**config.mk**
```make
export PLATFORM = sky130hd
export DESIGN_NAME = stream_parity_acc_flat
export DESIGN_NICKNAME = d
export VERILOG_FILES = /design/src/rtl/stream_parity_acc_if.sv /design/src/rtl/stream_parity_acc.sv /design/src/flat_wrapper.sv
export SDC_FILE = /design/constraint.sdc
export NUM_CORES = 1
export LEC_CHECK = 0
export ABC_CLOCK_PERIOD_IN_PS = 1900
export BUFFER_PORTS_ARGS = -buffer_cell sky130_fd_sc_hd__clkbuf_2
export CELL_PAD_IN_SITES_DETAIL_PLACEMENT = 1
export CELL_PAD_IN_SITES_GLOBAL_PLACEMENT = 1
export CORE_MARGIN = 4
export CORE_UTILIZATION = 34
export CTS_CLUSTER_DIAMETER = 100
export CTS_CLUSTER_SIZE = 28
export DETAILED_ROUTE_END_ITERATION = 7
export GPL_ROUTABILITY_DRIVEN = 0
export GPL_TIMING_DRIVEN = 0
export PLACE_DENSITY_LB_ADDON = 0.1
export SLEW_MARGIN = 15
export SYNTH_ARGS = -nofsm -noshare
export SYNTH_HDL_FRONTEND = slang
export SYNTH_SLANG_ARGS = --single-unit
```
**constraint.sdc**
```tcl
create_clock -name clk -period 1.9 [get_ports clk]
set_input_delay 0.095 -clock clk [delete_from_list [all_inputs] [get_ports clk]]
set_output_delay 0.095 -clock clk [all_outputs]
set_load 0.05 [all_outputs]
```
**src/rtl/stream_parity_acc_if.sv**
```systemverilog
// rtl/stream_parity_acc_if.sv - word stream in, frame parity result out
interface stream_parity_acc_if #(
  parameter int W      = 32,
  parameter int MAXLEN = 16,
  parameter int CW     = $clog2(MAXLEN + 1)
);
  logic          s_valid;
  logic          s_ready;
  logic [W-1:0]  s_data;
  logic          s_last;
  logic          odd;
  logic          chk_en;
  logic          chk_bit;
  logic          m_valid;
  logic          m_ready;
  logic          m_parity;
  logic [CW-1:0] m_count;
  logic          m_err;
  logic          m_mismatch;

  modport slave (
    input  s_valid, s_data, s_last, odd, chk_en, chk_bit, m_ready,
    output s_ready, m_valid, m_parity, m_count, m_err, m_mismatch
  );

  modport master (
    output s_valid, s_data, s_last, odd, chk_en, chk_bit, m_ready,
    input  s_ready, m_valid, m_parity, m_count, m_err, m_mismatch
  );
endinterface

```
**src/rtl/stream_parity_acc.sv**
```systemverilog
// rtl/stream_parity_acc.sv - per-frame parity accumulator with even/odd mode and check
module stream_parity_acc #(
  parameter int W      = 32,
  parameter int MAXLEN = 16,
  parameter int CW     = $clog2(MAXLEN + 1)
) (
  input  logic                    clk,
  input  logic                    reset_n,
  stream_parity_acc_if.slave      bus
);
  typedef enum logic {ACC, HOLD} state_t;

  localparam logic [CW-1:0] CNT_MAX = CW'(MAXLEN);

  state_t        state_q, state_d;
  logic          acc_q, acc_d;
  logic [CW-1:0] cnt_q, cnt_d;
  logic          err_q, err_d;
  logic          first_q, first_d;
  logic          odd_q, odd_d;
  logic          parity_q, parity_d;
  logic [CW-1:0] count_q, count_d;
  logic          merr_q, merr_d;
  logic          mism_q, mism_d;

  logic          wp, s_ready_w, beat;
  logic          acc_nx, err_nx, odd_eff, par_nx;
  logic [CW-1:0] cnt_nx;

  // s_ready is gated by reset_n so it reads 0 while reset is asserted
  assign s_ready_w = reset_n && (state_q == ACC);
  assign beat      = bus.s_valid && s_ready_w;
  assign wp        = ^bus.s_data;

  assign bus.s_ready    = s_ready_w;
  assign bus.m_valid    = (state_q == HOLD);
  assign bus.m_parity   = parity_q;
  assign bus.m_count    = count_q;
  assign bus.m_err      = merr_q;
  assign bus.m_mismatch = mism_q;

  always_comb begin
    state_d  = state_q;
    acc_d    = acc_q;
    cnt_d    = cnt_q;
    err_d    = err_q;
    first_d  = first_q;
    odd_d    = odd_q;
    parity_d = parity_q;
    count_d  = count_q;
    merr_d   = merr_q;
    mism_d   = mism_q;
    acc_nx   = acc_q ^ wp;
    cnt_nx   = (cnt_q == CNT_MAX) ? CNT_MAX : cnt_q + 1'b1;
    err_nx   = err_q | (cnt_q == CNT_MAX);
    odd_eff  = first_q ? bus.odd : odd_q;
    par_nx   = acc_nx ^ odd_eff;
    case (state_q)
      ACC: begin
        if (beat) begin
          acc_d   = acc_nx;
          cnt_d   = cnt_nx;
          err_d   = err_nx;
          first_d = 1'b0;
          if (first_q) odd_d = bus.odd;
          if (bus.s_last) begin
            parity_d = par_nx;
            count_d  = cnt_nx;
            merr_d   = err_nx;
            mism_d   = bus.chk_en & (par_nx != bus.chk_bit);
            state_d  = HOLD;
          end
        end
      end
      HOLD: begin
        if (bus.m_ready) begin
          state_d = ACC;
          acc_d   = 1'b0;
          cnt_d   = '0;
          err_d   = 1'b0;
          first_d = 1'b1;
        end
      end
      default: state_d = ACC;
    endcase
  end

  always_ff @(posedge clk or negedge reset_n) begin
    if (!reset_n) begin
      state_q  <= ACC;
      acc_q    <= 1'b0;
      cnt_q    <= '0;
      err_q    <= 1'b0;
      first_q  <= 1'b1;
      odd_q    <= 1'b0;
      parity_q <= 1'b0;
      count_q  <= '0;
      merr_q   <= 1'b0;
      mism_q   <= 1'b0;
    end else begin
      state_q  <= state_d;
      acc_q    <= acc_d;
      cnt_q    <= cnt_d;
      err_q    <= err_d;
      first_q  <= first_d;
      odd_q    <= odd_d;
      parity_q <= parity_d;
      count_q  <= count_d;
      merr_q   <= merr_d;
      mism_q   <= mism_d;
    end
  end
endmodule

```
**src/flat_wrapper.sv**
```systemverilog
// flat-port wrapper written by rule: the top's interface ports become plain ports
module stream_parity_acc_flat 
#(
  parameter int W      = 32,
  parameter int MAXLEN = 16,
  parameter int CW     = $clog2(MAXLEN + 1)
)
  (clk, reset_n, bus_s_valid, bus_s_data, bus_s_last, bus_odd, bus_chk_en, bus_chk_bit, bus_m_ready, bus_s_ready, bus_m_valid, bus_m_parity, bus_m_count, bus_m_err, bus_m_mismatch);
  stream_parity_acc_if #(.W(W), .MAXLEN(MAXLEN), .CW(CW)) bus_i ();
  input  logic clk;
  input  logic reset_n;
  input wire logic [$bits(bus_i.s_valid)-1:0] bus_s_valid;
  input wire logic [$bits(bus_i.s_data)-1:0] bus_s_data;
  input wire logic [$bits(bus_i.s_last)-1:0] bus_s_last;
  input wire logic [$bits(bus_i.odd)-1:0] bus_odd;
  input wire logic [$bits(bus_i.chk_en)-1:0] bus_chk_en;
  input wire logic [$bits(bus_i.chk_bit)-1:0] bus_chk_bit;
  input wire logic [$bits(bus_i.m_ready)-1:0] bus_m_ready;
  output wire logic [$bits(bus_i.s_ready)-1:0] bus_s_ready;
  output wire logic [$bits(bus_i.m_valid)-1:0] bus_m_valid;
  output wire logic [$bits(bus_i.m_parity)-1:0] bus_m_parity;
  output wire logic [$bits(bus_i.m_count)-1:0] bus_m_count;
  output wire logic [$bits(bus_i.m_err)-1:0] bus_m_err;
  output wire logic [$bits(bus_i.m_mismatch)-1:0] bus_m_mismatch;
  assign bus_i.s_valid = bus_s_valid;
  assign bus_i.s_data = bus_s_data;
  assign bus_i.s_last = bus_s_last;
  assign bus_i.odd = bus_odd;
  assign bus_i.chk_en = bus_chk_en;
  assign bus_i.chk_bit = bus_chk_bit;
  assign bus_i.m_ready = bus_m_ready;
  assign bus_s_ready = bus_i.s_ready;
  assign bus_m_valid = bus_i.m_valid;
  assign bus_m_parity = bus_i.m_parity;
  assign bus_m_count = bus_i.m_count;
  assign bus_m_err = bus_i.m_err;
  assign bus_m_mismatch = bus_i.m_mismatch;
  stream_parity_acc #(.W(W), .MAXLEN(MAXLEN), .CW(CW)) u_core (.clk(clk), .reset_n(reset_n), .bus(bus_i));
endmodule
```
# --- Yosys cells after proc, flatten, opt, wreduce, memory -nomap -nowiden ---
# Index checks and enable logic that the tools add are counted.
totals:
  register_bits: 18
  out_inout_bits: 10
  elab_cells: 43
op_classes:
  n_addsub: 1
  eq_ne: 4
  n_mux: 17
  bitwise_logic: 5
  reduce_logical: 6
ops:
  columns: ["op", "n"]
  rows:
  - ["32-bit parity", 1]
  - ["5-bit 2-to-1 mux", 3]
  - ["5-bit case mux with 2 select lines", 1]
  - ["1-bit 2-to-1 mux", 9]
  - ["1-bit case mux with 2 select lines", 4]
  - ["5-bit by 1-bit adder with 5-bit output (second input constant)", 1]
  - ["5-bit equality test (second input constant)", 1]
  - ["2-bit AND reduction", 2]
  - ["3-bit AND reduction", 1]
  - ["1-bit logical AND", 2]
  - ["2-bit by 1-bit != test with 1-bit output (second input constant)", 1]
  - ["2-bit != test (second input constant)", 1]
  - ["1-bit XOR", 2]
  - ["1-bit AND", 1]
  - ["1-bit != test", 1]
  - ["1-bit NOT", 1]
  - ["1-bit OR", 1]

# --- Depth between registers and ports, before layout ---
# Gate-level depths: netlist of the first run.
depth:
  depth_word: 5
  ltp_mapped: 7
  depth_no_buf: 7

# --- Worst setup path before layout of the first run ---
# OpenSTA, ideal clock, no wires.
synth_timing:
  kind: "register to register"
  startpoint: "reg u_core.state_q (netlist: u_core.bus.m_valid)"
  endpoint: "reg u_core.count_q[2] (netlist: u_core.bus.m_count[2])"
  setup_time_ps: 141
  arrival_ps: 2349
  required_ps: 1759
  setup_slack_ps: -590
  path_stages_with_launch: 8
  n_path_buf: 2
  cell_sequence: "dfrtp_1 > nor2b_1 > and2_1 > clkbuf_1 > nand2_1 > clkbuf_1 > nand2_1 > o31ai_1"
synth_via:
  elab_chain_len: 4
synth_rtl:
  columns: ["element", "line_no", "rtl"]
  rows:
  - ["from (decl)", "stream_parity_acc.sv:15", "state_t state_q, state_d;"]
  - ["from (signal assigned)", "stream_parity_acc.sv:101", "state_q <= state_d;"]
  - ["1-bit NOT (no source line)", null, null]
  - ["1-bit logical AND", "stream_parity_acc.sv:31", "assign s_ready_w = reset_n && (state_q == ACC);"]
  - ["via bus_s_ready", "flat_wrapper.sv:19", "output wire logic [$bits(bus_i.s_ready)-1:0] bus_s_ready;"]
  - ["1-bit logical AND", "stream_parity_acc.sv:32", "assign beat = bus.s_valid && s_ready_w;"]
  - ["3-bit AND reduction (no source line)", null, null]
  - ["to (signal assigned)", "stream_parity_acc.sv:108", "count_q <= count_d;"]
  - ["to (decl)", "stream_parity_acc.sv:22", "logic [CW-1:0] count_q, count_d;"]
# The timed path passes the listed nets, and every way through them passes these cells.
# A chain may end at the register's enable or synchronous reset.

# --- Worst setup path after layout of the first run ---
layout_timing:
  startpoint: "in reset_n"
  endpoint: "reg u_core.count_q[2] (netlist: u_core.bus.m_count[2])"
layout_via:
  elab_chain_len: 3
layout_rtl:
  columns: ["element", "line_no", "rtl"]
  rows:
  - ["from (decl)", "flat_wrapper.sv:11", "input logic reset_n;"]
  - ["1-bit logical AND", "stream_parity_acc.sv:31", null]
  - ["1-bit logical AND", "stream_parity_acc.sv:32", null]
  - ["3-bit AND reduction (no source line)", null, null]
# Every way passes these cells.

==> results of run 1 <==
[synth_stat cells, drive strengths merged]
cell / n
a21oi: 5
a22o: 2
and2: 1
and3: 1
clkbuf: 2
dfrtp: 17
dfstp: 1
ha: 2
inv: 3
mux2: 2
mux2i: 1
nand2: 12
nand3: 3
nor2: 5
nor2b: 1
nor3: 2
o21ai: 11
o31ai: 2
xnor2: 28
xnor3: 2
xor2: 8
[registers in the layout, summed over array words and instances (netlist names)]
signal                 flops
u_core.cnt_q               5
u_core.bus.m_parity        1
u_core.odd_q               1
u_core.bus.m_err           1
u_core.bus.m_count         5
u_core.first_q             1
u_core.bus.m_valid         1
u_core.acc_q               1
u_core.err_q               1
u_core.bus.m_mismatch      1
[logic make-up (layout without fill, tap and decap cells)]
kind of cell	after synthesis	count (layout)	share of synthesized area, %
DFF	18	18	40.1
AOI/OAI and AO/OA	20	20	10.0
adders and majority gates	2	2	2.22
buffers and inverters	5	59	1.67
xor gates and xnor gates	38	38	33.6
muxes	3	3	2.89
and+or+nand+nor	25	25	9.56
[worst min path at each step]
stage | startpoint | to | slack [ns] | depth (start not counted)
after global routing | bus_m_ready | u_core.err_q | 0.03 | 2
after global placement | reset_n | u_core.bus.m_count[4] | 0.07 | 1
after floorplan | reset_n | u_core.acc_q | -0.20 | 0
after detailed placement | reset_n | u_core.bus.m_count[2] | 0.08 | 1
final | bus_m_ready | u_core.err_q | 0.02 | 2
after CTS | bus_m_ready | u_core.err_q | 0.008 | 2
[power groups by stage]
stage	clock network (mW)	registers, mW	logic (mW)
floorplan	0	0.808	0.575
global placement	0	0.591	0.995
detailed placement	0	0.598	1.02
CTS	0.210	0.590	1.02
global route	0.232	0.610	1.11
finish	0.198	0.590	1.00
[what timing repair did]
| item | 4_1_cts | 5_1_grt |
|---|---|---|
| endpoints found under the setup margin | 0 | 10 |
| resized for setup | 0 | 3 |
| hold buffers | 2 | 0 |
| hold endpoints to repair | 17 | 0 |
[cell type report]
class	count	area [um^2]
fill	400	1620
tap	44	55.1
buffer	1	5.00
sequential	18	453
multi-input combinational	88	668
clock buffer	4	26.3
timing repair buffer	51	265
inverter	3	11.3
[per-layer routing]
metal	GRT usage, %	up-vias	routed length [um]
met3	4.10	2	153
met5	0	-	0
met1	16.2	463	1120
li1	-	473	-
met2	22.9	29	1420
met4	1.55	0	12
==> results.cfg, run 1 <==
[clock_network]
clkTransAtPathRegs_ns = 0.10
cts_tree = built
htreeDepth = 1
cts_buffers = 3
cts_setup_buffers = 0
cts_buffer_depth = 2
clkSinkCount = 18
clk_latency_ns = 0.29
cts-root-buf = clkbuf_4

[synthesis]
synth_area_leaders = dfrtp_1 38%, xnor2_1 20%, xor2_1 6.2%
syn_inst = 111
synth_area_um2 = 1130
synth_top_area_share_pct = 37.8
yosysUniqueCellTypes = 23
synthesis.nets = 153
synth_seq_area_share_pct = 40.1
synth_seq_cells = 18
avgSynthCellArea_um2 = 10.1
synth_top_area_cell = dfrtp_1
yosysWarnings = 0

[layout]
final_cell_area_um2 = 1480
layout_common_cells = 50 x clkbuf_2, 26 x xnor2_1, 16 x dfrtp_1
layout_commonest_cell = clkbuf_2
final_nets = 208
n_antenna_cell = 0
syn_to_final_growth_pct = 31.8
drive_gt1_share_pct = 38.2
instances_no_fill = 209
post-route-util_pct = 47.8

[critical_path]
regToRegEndpoint = u_core.bus.m_count[2]
crit_fanout = 10
critical-path-slowest-cell = dlygate4sd3_1
cp_data_required_time_ns = 2.07
start_kind = input pin
reg2reg_slack_ns = 0.25
cp_cell_sequence = dlygate4sd3_1 > clkbuf_2 > nor2b_4 > and2_1 > nand2_1 > clkbuf_2 > nand2_1 > o31ai_1
arrival_ns = 1.88
end_kind = flip-flop
crit_end = u_core.bus.m_count[2]
r2r_cells = 6
critPathTopFamily = buffers and inverters
regToRegStartpoint = u_core.bus.m_valid
path_buf_inv = 3
timing.critical_path.from = reset_n
cp_num_cells = 8
crit_type = in -> reg
worst_path_largest_cell_delay_ns = 0.53

[timing]
grt_setup_unrepaired = no
max_freq_mhz = 586
final.setup_skew_ns = 0.00383
fin_setup_tns_ns = 0
whs_ns = 0.0233
min_period_ns = 1.71
hold_viol = 0
relSlewSlack_pct = 47.3
drv_slew = 0
worst_pin_slew_ns = 0.787
setup_viol = 0
post-route-worst-setup-slack_ns = 0.195
period_share_pct = 89.7

[pwr]
seqPwrFrac_pct = 32.9
p_leak_nw = 0.716
finalPower_mw = 1.79
p_per_area_nw_per_um2 = 1210
combPwrFrac_pct = 56.0
p_int_mw = 1.01
switchingPower_mw = 0.779
p_sw_share_pct = 43.5
p_clk_share_pct = 11.0
ir_drop_uv = 625

[floorplanning]
die_width_um = 65.6
core-area_um2 = 3100
die_y_um = 65.6
die-area_um2 = 4300
row_count = 20
start_util_pct = 36.3
pin_count = 50

[placed_design]
place_area_um2 = 1440
hpwl_um = 2220
pre_cts_ws_ns = -0.133
dp_cells = 204
io_buffers = 49

[global_routing]
grt_pass1_wl_um = 4380
gr-total-overflow = 0
grt_antenna_before_repair = 0
grt_max_degree = 18
grt_pass1_vias = 956
gr-usage-all-layers_pct = 13.1

[drt]
routedWlPerCell_um = 13.0
first_pass_iters = 4
vias = 967
drc = 0
routed_wl_um = 2710
antenna_left = 0
routed_via_density = 4.63
drt_first_iter_violations = 19

[flow_run]
cap_violations = 0

[worst_hold_path]
hp-class = in -> reg

[outcome]
outcome = finished, final reports clean
Power figures use the tool's default switching activity.
==> inputs of run 2 (changes only) <==
Settings changed: RECOVER_POWER from default to 100.
==> results.cfg, run 2 (synthesized netlist as in run 1, its figures left out) <==
[outcome]
outcome = finished, final reports clean

[layout]
syn_to_final_growth_pct = 30.7
nFillCells = 403
layout_common_cells = 40 x clkbuf_2, 26 x xnor2_1, 16 x dfrtp_1
final_cell_area_um2 = 1470
final_nets = 208
drive_gt1_share_pct = 32.1
layout_commonest_cell = clkbuf_2
n_antenna_cell = 0

[clock_network]
htreeDepth = 1
cts_buffers = 3
clk_latency_ns = 0.29
cts_setup_buffers = 0
cts-root-buf = clkbuf_4
cts_tree = built
cts_buffer_depth = 2
clkTransAtPathRegs_ns = 0.10
clkSinkCount = 18

[critical_path]
worst_path_largest_cell_delay_ns = 0.53
cp_cell_sequence = dlygate4sd3_1 > clkbuf_2 > nor2b_4 > and2_1 > nand2_1 > clkbuf_2 > nand2_1 > o21ai_0
end_kind = flip-flop
crit_fanout = 10
cp_data_required_time_ns = 2.08
crit_type = in -> reg
critical-path-slowest-cell = dlygate4sd3_1
reg2reg_slack_ns = 0.25
start_kind = input pin
arrival_ns = 1.88

[flow_run]
cap_violations = 0

[timing]
min_period_ns = 1.70
setup_viol = 0
period_share_pct = 89.6
relSlewSlack_pct = 47.3
final.setup_skew_ns = 0.00387
grt_setup_unrepaired = no
hold_viol = 0
worst_pin_slew_ns = 0.787
max_freq_mhz = 587
drv_slew = 0

[global_routing]
grt_antenna_before_repair = 0
grt_max_degree = 18
grt_pass1_vias = 956
gr-total-overflow = 0
grt_pass1_wl_um = 4380
gr-usage-all-layers_pct = 13.1

[placed_design]
io_buffers = 49
hpwl_um = 2220
place_area_um2 = 1440

[drt]
antenna_left = 0
routed_via_density = 4.63
drc = 0
first_pass_iters = 4
vias = 968
drt_first_iter_violations = 18
routed_wl_um = 2720
routedWlPerCell_um = 13.0

[pwr]
ir_drop_uv = 610
p_leak_nw = 0.684
p_per_area_nw_per_um2 = 1200
finalPower_mw = 1.76

[floorplanning]
pin_count = 50
die_y_um = 65.6
die_width_um = 65.6
start_util_pct = 36.3
die-area_um2 = 4300
core-area_um2 = 3100
row_count = 20

[worst_hold_path]
hp-class = in -> reg
==> run 2: cell count changes in the layout (fill, tap and decap cells not counted) <==
cell      previous run  this run
o21ai_1              3         0
clkbuf_2            50        40
clkbuf_1             1        11
o21ai_0              8        11
==> run 2: final timing paths <==
| check | from | depth (start not counted) | endpoint |
|---|---|---|---|
| worst min-delay path | bus_m_ready | 2 | u_core.err_q |
| worst min register to register | u_core.bus.m_err | 2 | u_core.bus.m_err |
| min in group asynchronous | reset_n | 2 | u_core.first_q |
| max in group asynchronous | reset_n | 3 | u_core.bus.m_valid |
| worst max register to register | u_core.bus.m_valid | 6 | u_core.bus.m_mismatch |
| worst max-delay path | reset_n | 8 | u_core.bus.m_mismatch |
==> run 2: layout make-up <==
type	instances	area, um^2	share of cell area [%]
multi-input combinational	88	668	45.4
sequential	18	453	30.8
timing repair buffer	51	253	17.2
tap	44	55.1	3.74
clock buffer	4	26.3	1.79
inverter	3	11.3	0.765
buffer	1	5.00	0.340
==> run 2: report_power, final <==
| part | switching [mW] | internal [mW] |
|---|---|---|
| combinational | 0.567 | 0.408 |
| sequential | 0.0869 | 0.503 |
| clock | 0.116 | 0.0817 |
| total | 0.770 | 0.992 |
==> run 2: layer usage <==
layer / GRT usage (%) / share of wire (%) / vias up
li1: - / - / 473
met1: 16.2 / 41 / 464
met2: 22.9 / 52 / 29
met3: 4.10 / 6.3 / 2
met4: 1.55 / 0.44 / 0
met5: 0 / 0 / -
==> run 2: per-stage QoR <==
| step | TNS [ns] | instances | hold WS [ns] | setup slack [ns] | util, % |
|---|---|---|---|---|---|
| final | 0 | 209 | 0.0234 | 0.197 | 47.4 |
| after detailed placement | -0.736 | 204 | 0.0769 | -0.133 | 46.3 |
| after CTS | 0 | 210 | 0.00831 | 0.0233 | 47.7 |
| after global routing | 0 | 209 | 0.0253 | 0.0700 | 47.4 |
| after floorplan | 0 | 111 | -0.201 | 0.0188 | - |
| after global placement | -0.567 | 204 | 0.0715 | -0.115 | 46.3 |
==> run 2: critical path, delay by kind of cell <==
| kind | cells | cell delay [ns] |
|---|---|---|
| AO/OA/AOI/OAI | 1 | 0.08 |
| buffers and inverters | 3 | 0.92 |
| AND/OR/NAND/NOR | 4 | 0.78 |
==> run 2: timing repair <==
action	4_1_cts	5_1_grt
setup endpoints to repair	0	10
resized for setup	0	3
hold buffers	2	0
hold endpoints to repair	17	0
==> inputs of run 3 (changes only) <==
==> constraint.sdc (replaced) <==
create_clock -name clk -period 1.9 [get_ports clk]
set_input_delay 0.095 -clock clk [delete_from_list [all_inputs] [get_ports clk]]
set_output_delay 0.095 -clock clk [all_outputs]
set_load 0.01 [all_outputs]
==> results.cfg, run 3 (synthesized netlist as in run 1, its figures left out) <==
[outcome]
outcome = finished, final reports clean

[flow_run]
cap_violations = 0

[critical_path]
arrival_ns = 1.83
crit_type = reg -> reg
crit_fanout = 10
start_kind = flip-flop
cp_data_required_time_ns = 2.08
end_kind = flip-flop

[global_routing]
gr-usage-all-layers_pct = 14.5
grt_antenna_before_repair = 0
grt_max_degree = 18
gr-total-overflow = 0
grt_pass1_vias = 1012
grt_pass1_wl_um = 4750

[clock_network]
htreeDepth = 1
clkTransAtPathRegs_ns = 0.11
clk_latency_ns = 0.30
clkSinkCount = 18
cts_buffer_depth = 2
cts_buffers = 3
cts_tree = built
cts-root-buf = clkbuf_4

[floorplanning]
die-area_um2 = 4300
die_y_um = 65.6
pin_count = 50
die_width_um = 65.6
row_count = 20
core-area_um2 = 3100
start_util_pct = 36.3

[pwr]
finalPower_mw = 1.57
ir_drop_uv = 452
p_per_area_nw_per_um2 = 1070
p_leak_nw = 0.677

[timing]
drv_slew = 0
max_freq_mhz = 606
worst_pin_slew_ns = 0.815
min_period_ns = 1.65
period_share_pct = 86.9
hold_viol = 0
relSlewSlack_pct = 45.5
final.setup_skew_ns = 0.00453
setup_viol = 0
grt_setup_unrepaired = no

[layout]
syn_to_final_growth_pct = 29.9
layout_commonest_cell = clkbuf_2
layout_common_cells = 39 x clkbuf_2, 26 x xnor2_1, 17 x dfrtp_1
final_nets = 208
n_antenna_cell = 0
drive_gt1_share_pct = 30.9
post-route-util_pct = 47.1

[drt]
routed_wl_um = 2870
routedWlPerCell_um = 13.7
routed_via_density = 4.63
vias = 968
antenna_left = 0
first_pass_iters = 4
drt_first_iter_violations = 13
drc = 0

[placed_design]
hpwl_um = 2290
io_buffers = 49

[worst_hold_path]
hp-class = in -> reg
-- run 3: cell types whose count changed in the layout (fill, tap and decap cells not counted) --
| cell | delta |
|---|---|
| dfrtp_1 | +1 |
| nor2b_4 | -1 |
| clkbuf_2 | -1 |
| and2_1 | -1 |
| dfrtp_2 | -1 |
| and2_2 | +1 |
| clkbuf_1 | +1 |
| nor2b_1 | +1 |
-- run 3: worst max-delay path, cell delays in order, from the launching register on --
cell	delay, ns
dfrtp_1	0.45
nor2b_1	0.24
and2_2	0.26
nand2_1	0.18
clkbuf_2	0.23
nand2_1	0.10
o31ai_1	0.06
-- run 3: path summary, 6_finish.rpt --
kind	start	to	slack, ns	depth (start not counted)
max reg2reg	u_core.bus.m_valid	u_core.bus.m_count[2]	0.25	6
min in group asynchronous	reset_n	u_core.first_q	0.44	2
max	u_core.bus.m_valid	u_core.bus.m_count[2]	0.25	6
min	bus_m_ready	u_core.err_q	0.02	2
max in group asynchronous	reset_n	u_core.acc_q	0.87	2
min reg2reg	u_core.bus.m_count[3]	u_core.bus.m_count[3]	0.49	2
-- run 3: through the flow --
step                      setup TNS [ns]  instance area, um^2  cells  hold WS, ns  worst slack [ns]
after floorplan                        0                 1130    111       -0.201             0.195
after global placement            -0.965                 1430    204       0.0674            -0.173
after detailed placement           -1.21                 1430    204       0.0783            -0.202
after CTS                              0                 1470    210      0.00911           0.00421
after global routing                   0                 1460    209      0.00904            0.0717
final                                  0                 1460    209       0.0206             0.250
-- run 3: layout make-up --
class | count | area, um^2
timing repair buffer | 51 | 251
tap | 44 | 55.1
sequential | 18 | 452
clock buffer | 4 | 26.3
buffer | 1 | 5.00
inverter | 3 | 11.3
fill | 394 | 1640
multi-input combinational | 88 | 662
-- run 3: power by group --
group          internal, mW  total, mW  leakage (nW)  switching [mW]
sequential            0.502      0.587         0.230          0.0849
combinational         0.406      0.771         0.432           0.365
clock                0.0820      0.207        0.0150           0.125
-- run 3: timing repair --
action | 4_1_cts | 5_1_grt
endpoints found under the setup margin | 6 | 10
resized for setup | 1 | 2
buffers inserted | 0 | 0
hold buffers | 2 | 0
endpoints found under the hold margin | 17 | 0
-- run 3: layer usage --
layer,share of wire (%),track usage (%)
met5,0,0
met4,1.0,3.11
met3,5.5,3.25
met2,51,25.2
met1,42,18.3
